## config.mk

```make
export PLATFORM = sky130hd
export DESIGN_NAME = dual_port_ram_param
export DESIGN_NICKNAME = d
export VERILOG_FILES = /design/src/rtl/dual_port_ram_param.sv
export SDC_FILE = /design/constraint.sdc
export NUM_CORES = 1
export LEC_CHECK = 0
export ABC_AREA = 1
export BUFFER_PORTS_ARGS = -buffer_cell sky130_fd_sc_hd__clkbuf_2
export CAP_MARGIN = 20
export CORE_MARGIN = 5
export CORE_UTILIZATION = 45
export CTS_CLUSTER_SIZE = 12
export DETAILED_ROUTE_END_ITERATION = 10
export GPL_TIMING_DRIVEN = 0
export PLACE_DENSITY_LB_ADDON = 0.12
export SYNTH_ARGS = -nofsm -noshare
export SYNTH_HDL_FRONTEND = slang
export SYNTH_SLANG_ARGS = --single-unit
```

## constraint.sdc

```tcl
create_clock -name clk -period 2.59 [get_ports clk]
set_clock_uncertainty 0.2 [all_clocks]
set_input_delay 0 -clock clk [delete_from_list [all_inputs] [get_ports clk]]
set_output_delay 0 -clock clk [all_outputs]
set_load 0.05 [all_outputs]
```

## src/rtl/dual_port_ram_param.sv

```systemverilog
// Parametrised simple dual-port RAM (one write port, one read port, one clock) with
// byte-lane writes, 1- or 2-cycle read latency, collision modes and a hardware init sweep.
// Optional per-lane even parity storage and checking is enabled by defining DPRAM_PARITY_EN.
module dual_port_ram_param #(
    parameter int                 DATA_W         = 16,
    parameter int                 ADDR_W         = 3,
    parameter int                 RD_LATENCY     = 1,
    parameter int                 COLLISION_MODE = 0,
    parameter logic [DATA_W-1:0]  INIT_VAL       = {DATA_W{1'b0}}
) (
    input  logic                  clk,
    input  logic                  rst_n,
    input  logic                  clr,
    input  logic                  we,
    input  logic [DATA_W/8-1:0]   wbe,
    input  logic [ADDR_W-1:0]     waddr,
    input  logic [DATA_W-1:0]     wdata,
    input  logic                  re,
    input  logic [ADDR_W-1:0]     raddr,
    output logic [DATA_W-1:0]     rdata,
    output logic                  rvalid,
`ifdef DPRAM_PARITY_EN
    input  logic                  err_inj,
    output logic                  par_err,
`endif
    output logic                  busy
);

    localparam int                DEPTH     = 2**ADDR_W;
    localparam int                NLANE     = DATA_W/8;
    localparam logic [ADDR_W-1:0] LAST_ADDR = ADDR_W'(DEPTH-1);

    typedef enum logic [0:0] {
        ST_INIT  = 1'b0,
        ST_READY = 1'b1
    } state_t;

    function automatic logic [DATA_W-1:0] merge_lanes(
        input logic [DATA_W-1:0] old_word,
        input logic [DATA_W-1:0] new_word,
        input logic [NLANE-1:0]  lane_en
    );
        logic [DATA_W-1:0] res;
        res = old_word;
        for (int i = 0; i < NLANE; i++) begin
            if (lane_en[i]) begin
                res[8*i +: 8] = new_word[8*i +: 8];
            end else begin
                res[8*i +: 8] = old_word[8*i +: 8];
            end
        end
        return res;
    endfunction

`ifdef DPRAM_PARITY_EN
    function automatic logic [NLANE-1:0] lane_parity(input logic [DATA_W-1:0] word);
        logic [NLANE-1:0] par;
        par = {NLANE{1'b0}};
        for (int i = 0; i < NLANE; i++) begin
            par[i] = ^word[8*i +: 8];
        end
        return par;
    endfunction
`endif

    state_t              r_state;
    state_t              w_state_nxt;
    logic [ADDR_W-1:0]   r_cnt;
    logic [ADDR_W-1:0]   w_cnt_nxt;
    logic                r_busy;
    logic                w_ready;
    logic                w_wr_acc;
    logic                w_rd_acc;
    logic [DATA_W-1:0]   w_rd_word;
    logic                w_out_vld;
    logic [DATA_W-1:0]   w_out_data;
    logic [DATA_W-1:0]   r_rdata;
    logic                r_rvalid;
    logic [DATA_W-1:0]   r_mem [DEPTH];

    // Sweep/ready sequencing: clr always (re)starts the sweep from address 0.
    always_comb begin
        w_state_nxt = r_state;
        w_cnt_nxt   = r_cnt;
        case (r_state)
            ST_INIT: begin
                if (clr) begin
                    w_state_nxt = ST_INIT;
                    w_cnt_nxt   = {ADDR_W{1'b0}};
                end else if (r_cnt == LAST_ADDR) begin
                    w_state_nxt = ST_READY;
                    w_cnt_nxt   = {ADDR_W{1'b0}};
                end else begin
                    w_state_nxt = ST_INIT;
                    w_cnt_nxt   = r_cnt + ADDR_W'(1'b1);
                end
            end
            ST_READY: begin
                if (clr) begin
                    w_state_nxt = ST_INIT;
                    w_cnt_nxt   = {ADDR_W{1'b0}};
                end else begin
                    w_state_nxt = ST_READY;
                    w_cnt_nxt   = r_cnt;
                end
            end
            default: begin
                w_state_nxt = ST_INIT;
                w_cnt_nxt   = {ADDR_W{1'b0}};
            end
        endcase
    end

    // State, sweep counter and busy flag.
    always_ff @(posedge clk or negedge rst_n) begin
        if (!rst_n) begin
            r_state <= ST_INIT;
            r_cnt   <= {ADDR_W{1'b0}};
            r_busy  <= 1'b1;
        end else begin
            r_state <= w_state_nxt;
            r_cnt   <= w_cnt_nxt;
            r_busy  <= (w_state_nxt == ST_INIT);
        end
    end

    // A clr edge drops any write or read presented alongside it.
    always_comb begin
        w_ready  = (r_state == ST_READY);
        w_wr_acc = w_ready & ~clr & we;
        w_rd_acc = w_ready & ~clr & re;
    end

    // Read word, with the write-first bypass when configured.
    always_comb begin
        w_rd_word = r_mem[raddr];
        if ((COLLISION_MODE == 1) && w_wr_acc && (waddr == raddr)) begin
            w_rd_word = merge_lanes(r_mem[raddr], wdata, wbe);
        end else begin
            w_rd_word = r_mem[raddr];
        end
    end

    // Storage array: init sweep or byte-lane write; never reset directly.
    always_ff @(posedge clk) begin
        if (r_state == ST_INIT) begin
            r_mem[r_cnt] <= INIT_VAL;
        end else if (w_wr_acc) begin
            r_mem[waddr] <= merge_lanes(r_mem[waddr], wdata, wbe);
        end
    end

`ifdef DPRAM_PARITY_EN
    logic [NLANE-1:0] r_par [DEPTH];
    logic [NLANE-1:0] w_wpar;
    logic [NLANE-1:0] w_rd_par;
    logic [NLANE-1:0] w_out_par;
    logic             w_par_mis;
    logic             r_par_err;

    // Parity of the incoming write (optionally corrupted) and of the word being read.
    always_comb begin
        w_wpar   = lane_parity(wdata) ^ {NLANE{err_inj}};
        w_rd_par = r_par[raddr];
        if ((COLLISION_MODE == 1) && w_wr_acc && (waddr == raddr)) begin
            w_rd_par = (wbe & w_wpar) | (~wbe & r_par[raddr]);
        end else begin
            w_rd_par = r_par[raddr];
        end
    end

    // Parity store follows the data array lane by lane.
    always_ff @(posedge clk) begin
        if (r_state == ST_INIT) begin
            r_par[r_cnt] <= lane_parity(INIT_VAL);
        end else if (w_wr_acc) begin
            r_par[waddr] <= (wbe & w_wpar) | (~wbe & r_par[waddr]);
        end
    end
`endif

    generate
        if (RD_LATENCY == 2) begin : g_lat2
            logic              r_s1_vld;
            logic [DATA_W-1:0] r_s1_data;
            logic              w_flush;

            assign w_flush = ~w_ready | clr;

            // First read stage; the output stage discards it on a flush.
            always_ff @(posedge clk or negedge rst_n) begin
                if (!rst_n) begin
                    r_s1_vld  <= 1'b0;
                    r_s1_data <= {DATA_W{1'b0}};
                end else begin
                    r_s1_vld <= w_rd_acc;
                    if (w_rd_acc) begin
                        r_s1_data <= w_rd_word;
                    end
                end
            end

            assign w_out_vld  = r_s1_vld & ~w_flush;
            assign w_out_data = r_s1_data;

`ifdef DPRAM_PARITY_EN
            logic [NLANE-1:0] r_s1_par;

            // Stored parity travels with the first-stage data.
            always_ff @(posedge clk or negedge rst_n) begin
                if (!rst_n) begin
                    r_s1_par <= {NLANE{1'b0}};
                end else if (w_rd_acc) begin
                    r_s1_par <= w_rd_par;
                end
            end

            assign w_out_par = r_s1_par;
`endif
        end else begin : g_lat1
            assign w_out_vld  = w_rd_acc;
            assign w_out_data = w_rd_word;
`ifdef DPRAM_PARITY_EN
            assign w_out_par  = w_rd_par;
`endif
        end
    endgenerate

    // Output register: rdata only moves when a valid read lands.
    always_ff @(posedge clk or negedge rst_n) begin
        if (!rst_n) begin
            r_rdata  <= {DATA_W{1'b0}};
            r_rvalid <= 1'b0;
        end else begin
            r_rvalid <= w_out_vld;
            if (w_out_vld) begin
                r_rdata <= w_out_data;
            end
        end
    end

`ifdef DPRAM_PARITY_EN
    assign w_par_mis = |(lane_parity(w_out_data) ^ w_out_par);

    // Parity error flag, aligned with rvalid.
    always_ff @(posedge clk or negedge rst_n) begin
        if (!rst_n) begin
            r_par_err <= 1'b0;
        end else begin
            r_par_err <= w_out_vld & w_par_mis;
        end
    end

    assign par_err = r_par_err;
`endif

    assign rdata  = r_rdata;
    assign rvalid = r_rvalid;
    assign busy   = r_busy;

endmodule

```

# == Word-level counts from Yosys, hierarchy flattened ==
# Memories as Yosys holds them, arrays and structs flattened. A register that Yosys moved wholly into a read port is not among the register bits.
# Index checks and enable logic that the tools add are counted.
# totals
reg_bits,6
elab_cells,41
input_bits,29
out_inout_bits,18
mem_bits_rw,128
mem_count,1
# classes
n_reduce_logical,4
n_bitwise,6
eq_ne,4
addsub,1
mux,21
# memory_table
memory,words,width,rd,rd_clocked_by_memory_dff,wr,line,source
r_mem,8,16,1,1,1,79,logic [DATA_W-1:0] r_mem [DEPTH];
# ops
op,count
two-way mux 8 bit,6
two-way mux 16 bit,1
OR reduction 16 bit,1
two-way mux 3 bit,4
two-way mux 1 bit,7
inequality test 3 bit (second input constant),2
case mux 3 bit (2 select lines),1
AND reduction 2 bit,2
adder 3 x 1 -> 3 bit (second input constant),1
AND 1 bit,3
== test 3 bit (second input constant),1
inverter 1 bit,3
two-way mux 2 bit,1
inequality test 2 bit (second input constant),1
case mux 1 bit (2 select lines),1
zero test 1 bit,1

# == Logic depth before layout (Yosys ltp) ==
# Gate-level depths: netlist of the first run.
# depth
depth_word,9
depth_mapped,8
mapped_depth_nobuf,7

# == Worst setup path after synthesis of the first run ==
# No wires, ideal clock.
# synth_timing
path_kind,flip-flop to flip-flop
startpoint,register r_state
endpoint,memory r_mem[0][0] (enable)
period_less_slack_ns,1.946
arrival_time_ns,1.376
slack_ns,0.644
path_stages_with_launch,7
required_ns,2.020
setup_ns,0.370
path_cell_list,dfrtp_1 -> nand4_4 -> nand2_4 -> nand2_1 -> nand2_2 -> nand3_1 -> nor2_1
# synth_via
elab_chain_len,8
# synth_lines
item,line,source
start: declaration,66,state_t r_state;
start signal: assignment,121,r_state <= w_state_nxt;
AND 1 bit (2 in series),130,w_wr_acc = w_ready & ~clr & we;
two-way mux 1 bit,148,end else if (w_wr_acc) begin
two-way mux 1 bit,146,if (r_state == ST_INIT) begin
two-way mux 1 bit (implied by the code),149,"r_mem[waddr] <= merge_lanes(r_mem[waddr], wdata, wbe);"
AND reduction 2 bit (no source line),-,
OR reduction 16 bit (no source line),-,
two-way mux 3 bit (no source line) or two-way mux 2 bit (tied branches),-,
end: declaration,79,
# Several ways; a longest one is shown, not always the timed one.

# == Worst setup path in the final report of the first run ==
# layout_timing
startpoint,register r_state
endpoint,memory r_mem[6][10] (enable)
# Same word-level chain as after synthesis.

==> impl_metrics.tcl, run 1 <==
set metrics [dict create \
    synth.area.top_cells "edfxtp_1, nor2_1, dfrtp_1" \
    holdPathStages 5 \
    grt_pass1_wl_mm 24.1 \
    ys_seq_area_share_pct 70.9 \
    io_pins 47 \
    n_antenna_cell 0 \
    drt_iter0_markers 258 \
    syn_area_per_cell_sq_um 11.2 \
    final_cells 833 \
    pwr-share-clk_pct 39.8 \
    routed_via_density 5.23 \
    grt.overflow.total 0 \
    startpoint_type "flip-flop" \
    final_hold_viol_count 0 \
    vdd_drop_max_v 0.000426 \
    ant_nets 0 \
    path_max_fanout 8 \
    synth-seq-cells 150 \
    post_drt_wl_per_cell_um 18.6 \
    start_util_pct 46.4 \
    synth_fp_nets 586 \
    antenna_found_initial 0 \
    regArea_sq_um 4400 \
    synthCells 555 \
    multi_input_area_sq_um 1560 \
    cp.required_ns 2.43 \
    total_power_mw 5.47 \
    numCtsBuffers 17 \
    routed_wl_mm 15.5 \
    power_frac_comb_pct 9.8 \
    grtUsageTotal_pct 20.3 \
    max_freq_ghz 0.401 \
    die_h_um 127 \
    cp.arrival_ns 2.33 \
    cts.sinks 150 \
    die_area_sq_um 16200 \
    tritoncts "done" \
    syn_to_final_growth_pct 20.0 \
    gp_congestion 0.834 \
    clock-root-buffer "clkbuf_16" \
    path_class "reg -> reg" \
    drive_gt1_share_pct 15.1 \
    period_needed_ns 2.49 \
    switching_power_mw 1.30 \
    hold_start "waddr[0]" \
    hold_path_end "r_mem[5][6]$_DFFE_PP_" \
    grt_pass1_vias 4515 \
    die_x_um 127 \
    clkTransAtPathRegs_ns 0.06 \
    min_path_type "in -> reg" \
    placed_cells 775 \
    coreArea_sq_um 13300 \
    outcome "finished, final reports clean" \
    power_density_nw_per_um2 735 \
    syn_area_sq_um 6200 \
    tns_ns 0 \
    power_leakage_nw 3.12 \
    slew_headroom_pct 31.2 \
    clock_path_buffers 2 \
    swShare_pct 23.8 \
    final_nets 675 \
    intPower_mw 4.17 \
    rsz0062_at_grt "no" \
    n_fill_cell 1190 \
    cp-end-kind "flip-flop" \
    worst_pin_slew_ns 1.03 \
    synth_warnings 0 \
    reg2reg_to "r_mem[6][10]$_DFFE_PP_" \
    dr.pass1.iters 5 \
    r2r_slack_ns 0.1 \
    io_buffer_count 44 \
    clk_latency_ns 0.42 \
    fin_crit_sh_pct 96.3 \
    synth_top_cell_by_area "edfxtp_1" \
    via_count 4356 \
    r2r.worst_path.cells 6 \
    max-cap-violations 0 \
    timing.rr.start "r_state$_DFF_PN0_" \
    synth_top_area_share_pct 62.0 \
    final_common_cell "nor2_1" \
    h-tree-depth 4 \
    timing.final.max_slew_violations 0 \
    setup_viol_count_final 0 \
    final_cell_mix "nor2_1, edfxtp_1, nand3_1, o21ai_0, clkbuf_2" \
    ys_types 22 \
    hpwl_mm 10.0 \
    placement_rows 42 \
    route.detailed.drc 0 \
    seqPwrFrac_pct 50.4 \
    grt_max_degree 22 \
]
[logic make-up after synthesis]
group,after synthesis,synth area share (%)
flops,150,70.9
compound gates,70,5.65
simple gates,275,19.0
fa+ha+maj,2,0.404
buf+inv,58,4.00
[Yosys cell counts]
library cell / count
a21oi_1: 3
buf_6: 2
nand3_1: 64
nand4_4: 2
clkbuf_1: 9
nand2_1: 39
inv_2: 2
nand4_1: 1
dfrtp_1: 21
nand2_2: 6
nand2_4: 1
inv_1: 28
ha_1: 2
edfxtp_1: 128
clkinv_1: 2
nand3_2: 1
dfstp_2: 1
buf_1: 3
buf_2: 12
nor2_1: 161
o21ai_0: 62
o21ai_1: 5
[worst max-delay path by stage]
stage	depth (start not counted)	slack, ns	endpoint	start
floorplan	6	0.64	r_mem[0][0]$_DFFE_PP_	r_state$_DFF_PN0_
detailed placement	6	0.10	r_mem[6][14]$_DFFE_PP_	r_state$_DFF_PN0_
CTS	6	0.09	r_mem[6][15]$_DFFE_PP_	r_state$_DFF_PN0_
finish	6	0.1	r_mem[6][10]$_DFFE_PP_	r_state$_DFF_PN0_
global placement	6	0.15	r_mem[6][14]$_DFFE_PP_	r_state$_DFF_PN0_
global route	6	0.00001	r_mem[6][13]$_DFFE_PP_	r_state$_DFF_PN0_
[flip-flops by register name (all words and copies together), names as in the netlist]
| name | cells |
|---|---|
| r_mem | 128 |
| rdata | 16 |
| r_cnt | 3 |
| busy | 1 |
| r_state | 1 |
| rvalid | 1 |
[timing repair]
item                                   in CTS  in global routing
endpoints found under the hold margin     161                  0
setup endpoints to repair                   0                 24
resized for setup                           0                  3
hold buffers                               25                  0
setup buffers                               0                  0
[layer usage]
layer / GRT usage [%] / wire (um) / vias to the layer above
li1: - / - / 2081
met1: 24.4 / 6190 / 2058
met2: 32.7 / 7470 / 170
met3: 5.72 / 1190 / 47
met4: 11.9 / 600 / 0
met5: 0 / 0 / -
[critical path: stages (launching register included)]
cell     delay [ns]
dfrtp_1        0.49
nand4_4        0.20
nand2_4        0.15
nand2_1        0.07
nand2_2        0.09
nand3_1        0.11
nor2_1         0.79
[metrics by stage]
stage | hold slack [ns] | area, sq um | worst slack (ns) | utilization [%]
after CTS | 0.0741 | 7400 | 0.0935 | 55.5
after global placement | -0.170 | 6640 | 0.145 | 49.7
after global routing | 0.112 | 7440 | 0.0000147 | 55.7
after detailed placement | -0.161 | 6640 | 0.100 | 49.7
final | 0.0657 | 7440 | 0.0962 | 55.7
after floorplan | -0.496 | 6200 | 0.644 | -
[power by group through the flow]
stage,clock network (mW),registers [mW],logic (mW)
floorplan,0,2.90,0.237
global placement,0,2.80,0.488
detailed placement,0,2.81,0.500
CTS,2.21,2.76,0.532
global route,2.31,2.77,0.589
finish,2.18,2.76,0.535
[layout make-up]
cell class	count	area share [%]
Multi-Input combinational cell	347	21.0
Timing Repair Buffer	70	6.69
Tap cell	176	2.96
Sequential cell	150	59.1
Clock inverter	5	0.320
Buffer	26	1.72
Inverter	32	1.61
Clock buffer	27	6.63
No activity file was read; power rests on OpenSTA's default activity.
==> inputs of run 2 (changes only) <==
--- a/config.mk
+++ b/config.mk
@@ -8,12 +8,13 @@
 export ABC_AREA = 1
 export BUFFER_PORTS_ARGS = -buffer_cell sky130_fd_sc_hd__clkbuf_2
 export CAP_MARGIN = 20
-export CORE_MARGIN = 5
+export CORE_MARGIN = 2
 export CORE_UTILIZATION = 45
 export CTS_CLUSTER_SIZE = 12
 export DETAILED_ROUTE_END_ITERATION = 10
 export GPL_TIMING_DRIVEN = 0
 export PLACE_DENSITY_LB_ADDON = 0.12
+export SKIP_LAST_GASP = 1
 export SYNTH_ARGS = -nofsm -noshare
 export SYNTH_HDL_FRONTEND = slang
 export SYNTH_SLANG_ARGS = --single-unit
==> run 2 against run 1 <==
  * Maximum frequency up 2.1%
  * Via count about the same
  * Flip-flop and latch count unchanged
  * Total power up 7.2%
  * Register-to-register slack better by 0.05 ns
  * Sequential power about the same
  * Non-clock buffer count down 1
  * Wire length down 3.6%
  * Final cell count down 0.12%
  * Clock power up 18%
==> impl_metrics.tcl, run 2 (synthesized netlist as in run 1, its figures left out) <==
set metrics [dict create \
    min_path_type "in -> reg" \
    rsz0062_at_grt "yes" \
    slowest_delay_ns 0.75 \
    via_count 4355 \
    antenna_found_initial 0 \
    die_x_um 121 \
    tritoncts "done" \
    crit_chain "nand4_4 -> nand2_4 -> nand2_1 -> nand2_2 -> nand3_1 -> nor2_1" \
    total_power_mw 5.86 \
    period_needed_ns 2.44 \
    switching_power_mw 1.36 \
    path_max_fanout 8 \
    cp.required_ns 2.44 \
    routed_wl_mm 14.9 \
    coreArea_sq_um 13300 \
    swShare_pct 23.1 \
    holdWs_ns 0.00991 \
    syn_to_final_growth_pct 21.5 \
    startpoint_type "flip-flop" \
    n_antenna_cell 0 \
    power_density_nw_per_um2 779 \
    vdd_drop_max_v 0.000493 \
    dpl-instance-area_sq_um 6640 \
    cp.arrival_ns 2.29 \
    cts.sinks 150 \
    cp-end-kind "flip-flop" \
    hpwl_mm 9.81 \
    setup_viol_count_final 0 \
    slew_headroom_pct 34.7 \
    intPower_mw 4.51 \
    drive_gt1_share_pct 15.7 \
    grt.overflow.total 0 \
    clk_latency_ns 0.43 \
    grt_pass1_wl_mm 22.7 \
    clock-root-buffer "clkbuf_16" \
    post_drt_wl_per_cell_um 17.9 \
    dr.pass1.iters 6 \
    largest_reg_flops 128 \
    outcome "finished, final reports clean" \
    fin_crit_sh_pct 94.3 \
    h-tree-depth 4 \
    grtUsageTotal_pct 21.8 \
    max_freq_ghz 0.409 \
    grt_pass1_vias 4227 \
    io_pins 47 \
    path_class "reg -> reg" \
    regMostFlops "r_mem" \
    cts_resized 0 \
    critPathTopFamily "simple AND/OR/NAND/NOR gates" \
    die_area_sq_um 14700 \
    gp_congestion 0.832 \
    pwr-share-clk_pct 43.9 \
    path_buf_inv 0 \
    placement_rows 42 \
    power_frac_comb_pct 9.0 \
    start_util_pct 46.4 \
    die_h_um 121 \
    numCtsBuffers 17 \
    grt_max_degree 22 \
    clock_path_buffers 2 \
    drt_iter0_markers 293 \
    io_buffer_count 44 \
    final_nets 674 \
    n_fill_cell 1153 \
    final_core_util_pct 56.4 \
    ant_nets 0 \
    worst_pin_slew_ns 0.976 \
    design_area_sq_um 7530 \
    crit_slowest_cell "nor2_1" \
    final_hold_viol_count 0 \
    route.detailed.drc 0 \
    power_leakage_nw 3.15 \
    final_common_cell "nor2_1" \
    max-cap-violations 0 \
    post-cts-setup-buffers 0 \
    timing.final.max_slew_violations 0 \
    seqPwrFrac_pct 47.1 \
    routed_via_density 5.23 \
    final_cell_mix "nor2_1, edfxtp_1, nand3_1, o21ai_0, clkbuf_2" \
    clkTransAtPathRegs_ns 0.06 \
]
[run 2: cell count changes in the layout (fill, tap and decap cells not counted), sizes merged]
cell and change:
clkinv -1, clkbuf -8, dlygate4sd3 -1, inv +1
bufinv +4, clkinvlp +4
[run 2: cell type report]
type / count / area (sq um) / share of cell area, %
flip-flops and latches: 150 / 4400 / 58.4
multi-input cells: 347 / 1550 / 20.6
repair buffers: 69 / 488 / 6.48
clock buffers: 19 / 443 / 5.88
well taps: 176 / 220 / 2.93
clock inverters: 13 / 179 / 2.38
plain buffers: 26 / 128 / 1.70
inverters: 32 / 120 / 1.60
[run 2: metrics by stage]
step / instances / TNS (ns) / setup slack (ns)
3_5_place_dp: 775 / 0 / 0.145
5_1_grt: 832 / -0.00535 / -0.00187
2_1_floorplan: 555 / 0 / 0.644
6_report: 832 / 0 / 0.148
4_1_cts: 831 / 0 / 0.127
3_3_place_gp: 775 / 0 / 0.181
[run 2: power by group through the flow]
| stage | sequential [mW] | clock, mW | combinational (mW) |
|---|---|---|---|
| 6_report | 2.76 | 2.57 | 0.528 |
| 5_1_grt | 2.77 | 2.70 | 0.576 |
| 4_1_cts | 2.76 | 2.59 | 0.524 |
| 3_5_place_dp | 2.81 | 0 | 0.494 |
| 3_3_place_gp | 2.80 | 0 | 0.483 |
| 2_1_floorplan | 2.90 | 0 | 0.237 |
[run 2: repair_timing]
action | CTS | global route
hold buffers | 24 | 0
setup endpoints to repair | 0 | 3
endpoints found under the hold margin | 161 | 0
[run 2: routing by layer]
layer | GRT usage [%] | up-vias | share of wire [%]
li1 | - | 2081 | -
met1 | 27.9 | 2075 | 42
met2 | 35.5 | 160 | 49
met3 | 4.65 | 39 | 5.8
met4 | 10.3 | 0 | 2.9
met5 | 0 | - | 0
[run 2: worst paths after layout]
path                       depth (start not counted)                     to  slack [ns]            startpoint
setup reg to reg                                   6  r_mem[5][0]$_DFFE_PP_        0.15     r_state$_DFF_PN0_
max in group asynchronous                          5      r_state$_DFF_PN0_        0.79                 rst_n
min in group asynchronous                          3         busy$_DFF_PN1_        0.47                 rst_n
setup / recovery                                   6  r_mem[5][0]$_DFFE_PP_        0.15     r_state$_DFF_PN0_
hold / removal                                     6  rdata[15]$_DFFE_PN0P_        0.01              raddr[0]
hold reg to reg                                    2   rdata[6]$_DFFE_PN0P_        0.28  rdata[6]$_DFFE_PN0P_
[run 2: worst register-to-register path, stage by stage (launching register included)]
cell	delay [ns]
dfrtp_1	0.49
nand4_4	0.20
nand2_4	0.15
nand2_1	0.07
nand2_2	0.09
nand3_1	0.11
nor2_1	0.75
==> inputs of run 3 (changes only) <==
--- a/config.mk
+++ b/config.mk
@@ -5,7 +5,6 @@
 export SDC_FILE = /design/constraint.sdc
 export NUM_CORES = 1
 export LEC_CHECK = 0
-export ABC_AREA = 1
 export BUFFER_PORTS_ARGS = -buffer_cell sky130_fd_sc_hd__clkbuf_2
 export CAP_MARGIN = 20
 export CORE_MARGIN = 2
==> run 3 against run 2 <==
  * Sequential share of layout area down 1.3 points
  * Total power is 0.12% higher
  * First-iteration DRC count increased by 11%
  * Sequential power hardly changed
  * Clock power shrank 3%
  * Worst setup slack got worse by 0.038 ns
  * Via count is 12% lower
  * Count of clock-buffer cells in the layout up 9
  * Synthesized cell count is 28% lower
  * Core utilization shrank 0.49 points
  * Critical endpoint is now r_mem[7][3]$_DFFE_PP_
==> impl_metrics.tcl, run 3 <==
set metrics [dict create \
    reg2reg_to "r_mem[7][3]$_DFFE_PP_" \
    routed_wl_mm 14.9 \
    synth-seq-cells 150 \
    synth_most_common_cell "edfxtp_1" \
    hold_path_end "r_mem[6][6]$_DFFE_PP_" \
    yosys-top-cells-count "edfxtp_1, mux2i_1, dfrtp_1" \
    hpwl_mm 9.51 \
    synthArstFlopShare_pct 14.7 \
    tns_ns 0 \
    final_cell_mix "edfxtp_1, clkbuf_2, mux2i_1, dlygate4sd3_1, dfrtp_1" \
    synth_top_area_share_pct 60.8 \
    final_nets 525 \
    rsz0062_at_grt "no" \
    min_path_type "in -> reg" \
    synth_warnings 0 \
    via_count 3840 \
    grt.overflow.total 0 \
    total_power_mw 5.87 \
    dr.pass1.iters 5 \
    placed_cells 627 \
    cts.sinks 150 \
    startpoint_type "flip-flop" \
    synth_edf_count 128 \
    cp.required_ns 2.43 \
    synth.area.top_cells "edfxtp_1, dfrtp_1, mux2i_1" \
    io_buffer_count 45 \
    drt_iter0_markers 325 \
    coreArea_sq_um 13800 \
    synth_top_flop_cell "edfxtp_1" \
    grt_max_degree 22 \
    path_max_fanout 8 \
    clock-root-buffer "clkbuf_16" \
    slew_headroom_pct 26.4 \
    max_freq_ghz 0.403 \
    cp.arrival_ns 2.32 \
    post_drt_wl_per_cell_um 21.7 \
    crit_chain "nand3b_4 -> or4_1 -> a21oi_1" \
    final_hold_viol_count 0 \
    clk_latency_ns 0.42 \
    regMostFlops "r_mem" \
    h-tree-depth 4 \
    cp.depth 3 \
    ys_types 38 \
    holdPathStages 3 \
    path_buf_inv 0 \
    final_common_cell "edfxtp_1" \
    hold_start "waddr[2]" \
    cp-end-kind "flip-flop" \
    syn_area_sq_um 6320 \
    synthCells 397 \
    vdd_drop_max_v 0.000393 \
    numCtsBuffers 17 \
    ant_nets 0 \
    r2r.worst_path.cells 3 \
    largest_reg_flops 128 \
    drive_gt1_share_pct 26.2 \
    start_util_pct 45.9 \
    grtUsageTotal_pct 21.1 \
    synth_fp_nets 428 \
    final_core_util_pct 55.9 \
    routed_via_density 5.59 \
    final_cells 687 \
    clkTransAtPathRegs_ns 0.06 \
    clock_path_buffers 2 \
    setup_viol_count_final 0 \
    power_leakage_nw 3.15 \
    grt_pass1_vias 3832 \
    route.detailed.drc 0 \
    ys_seq_area_share_pct 69.6 \
    period_needed_ns 2.48 \
    timing.rr.start "r_state$_DFF_PN0_" \
    gp_congestion 0.816 \
    timing.final.max_slew_violations 0 \
    worst_pin_slew_ns 1.10 \
    syn_to_final_growth_pct 21.9 \
    io_pins 47 \
    n_antenna_cell 0 \
    die_h_um 122 \
    grt_pass1_wl_mm 22.1 \
    slowest_delay_ns 0.86 \
    die_area_sq_um 15000 \
    die_x_um 122 \
    path_class "reg -> reg" \
    synth_top_cell_by_area "edfxtp_1" \
    post-cts-setup-buffers 0 \
    max-cap-violations 0 \
    crit_slowest_cell "a21oi_1" \
    tritoncts "done" \
    placement_rows 43 \
    r2r_slack_ns 0.11 \
    syn_area_per_cell_sq_um 15.9 \
    antenna_found_initial 0 \
    fin_crit_sh_pct 95.7 \
    critPathTopFamily "compound AO/OA/AOI/OAI gates" \
    power_density_nw_per_um2 762 \
    outcome "finished, final reports clean" \
]
run 3: changes by cell type in the layout (fill, tap and decap cells not counted), sizes merged, moves of 8 or more:
cell / delta
nor2: -151
o21ai: -64
nand3: -62
mux2i: +34
mux2: +32
nand2: -28
inv: -27
a22o: +16
and3: +16
o22ai: +16
o31ai: +16
a21oi: +14
buf: +11
clkbuf: +8
run 3: kinds of logic after synthesis:
| group | share of synthesized area (%) |
|---|---|
| muxes | 11.1 |
| adders and majority gates | 0.396 |
| AOI/OAI and AO/OA | 9.96 |
| buffers and inverters | 3.03 |
| DFF | 69.6 |
| and+or+nand+nor | 5.96 |
run 3: timing repair:
action	in CTS	in global routing
setup endpoints to repair	0	16
resized for setup	0	2
hold endpoints to repair	164	0
hold buffers	24	0
run 3: power by group:
| group | total (mW) | switching (mW) | leakage, nW | internal [mW] |
|---|---|---|---|---|
| logic | 0.588 | 0.386 | 1.23 | 0.202 |
| registers | 2.78 | 0.0449 | 1.63 | 2.73 |
| clock network | 2.50 | 0.885 | 0.293 | 1.62 |
| total | 5.87 | 1.32 | 3.15 | 4.55 |
run 3: final cells by class:
cell class              instances  area, sq um
multi-input cells             217         1740
flip-flops and latches        150         4400
inverters                       4         15.0
well taps                     180          225
fillers                      1174         6070
repair buffers                 78          547
plain buffers                  26          176
clock buffers                  28          507
clock inverters                 4         95.1
run 3: metrics by stage:
| stage | setup WS (ns) | cell area [sq um] | hold WS (ns) |
|---|---|---|---|
| 3_5_place_dp | 0.00900 | 6810 | -0.130 |
| 2_1_floorplan | 0.612 | 6320 | -0.496 |
| 5_1_grt | 0.00801 | 7700 | 0.0391 |
| 6_report | 0.110 | 7700 | 0.0204 |
| 3_3_place_gp | -0.0467 | 6770 | -0.141 |
| 4_1_cts | 0.00349 | 7660 | 0.0138 |
run 3: worst reg2reg max path, cell delays in order, from the launching register on:
cell and delay [ns]:
dfrtp_1 0.43, nand3b_4 0.11, or4_1 0.50, a21oi_1 0.86
run 3: how the worst max path moves through the flow:
stage / startpoint / to / slack, ns
floorplan: r_state$_DFF_PN0_ / r_mem[3][0]$_DFFE_PP_ / 0.61
global placement: r_state$_DFF_PN0_ / r_mem[2][1]$_DFFE_PP_ / -0.05
detailed placement: r_state$_DFF_PN0_ / r_mem[6][0]$_DFFE_PP_ / 0.009
CTS: r_state$_DFF_PN0_ / r_mem[6][2]$_DFFE_PP_ / 0.003
global route: r_state$_DFF_PN0_ / r_mem[5][0]$_DFFE_PP_ / 0.008
finish: r_state$_DFF_PN0_ / r_mem[7][3]$_DFFE_PP_ / 0.11
run 3: layer usage:
metal  routed length (um)  part of all wire, %  global-route usage (%)
met1                 6750                   45                    29.1
met2                 6920                   46                    32.2
met3                  904                  6.1                    5.62
met4                  323                  2.2                    7.76
met5                    0                    0                       0
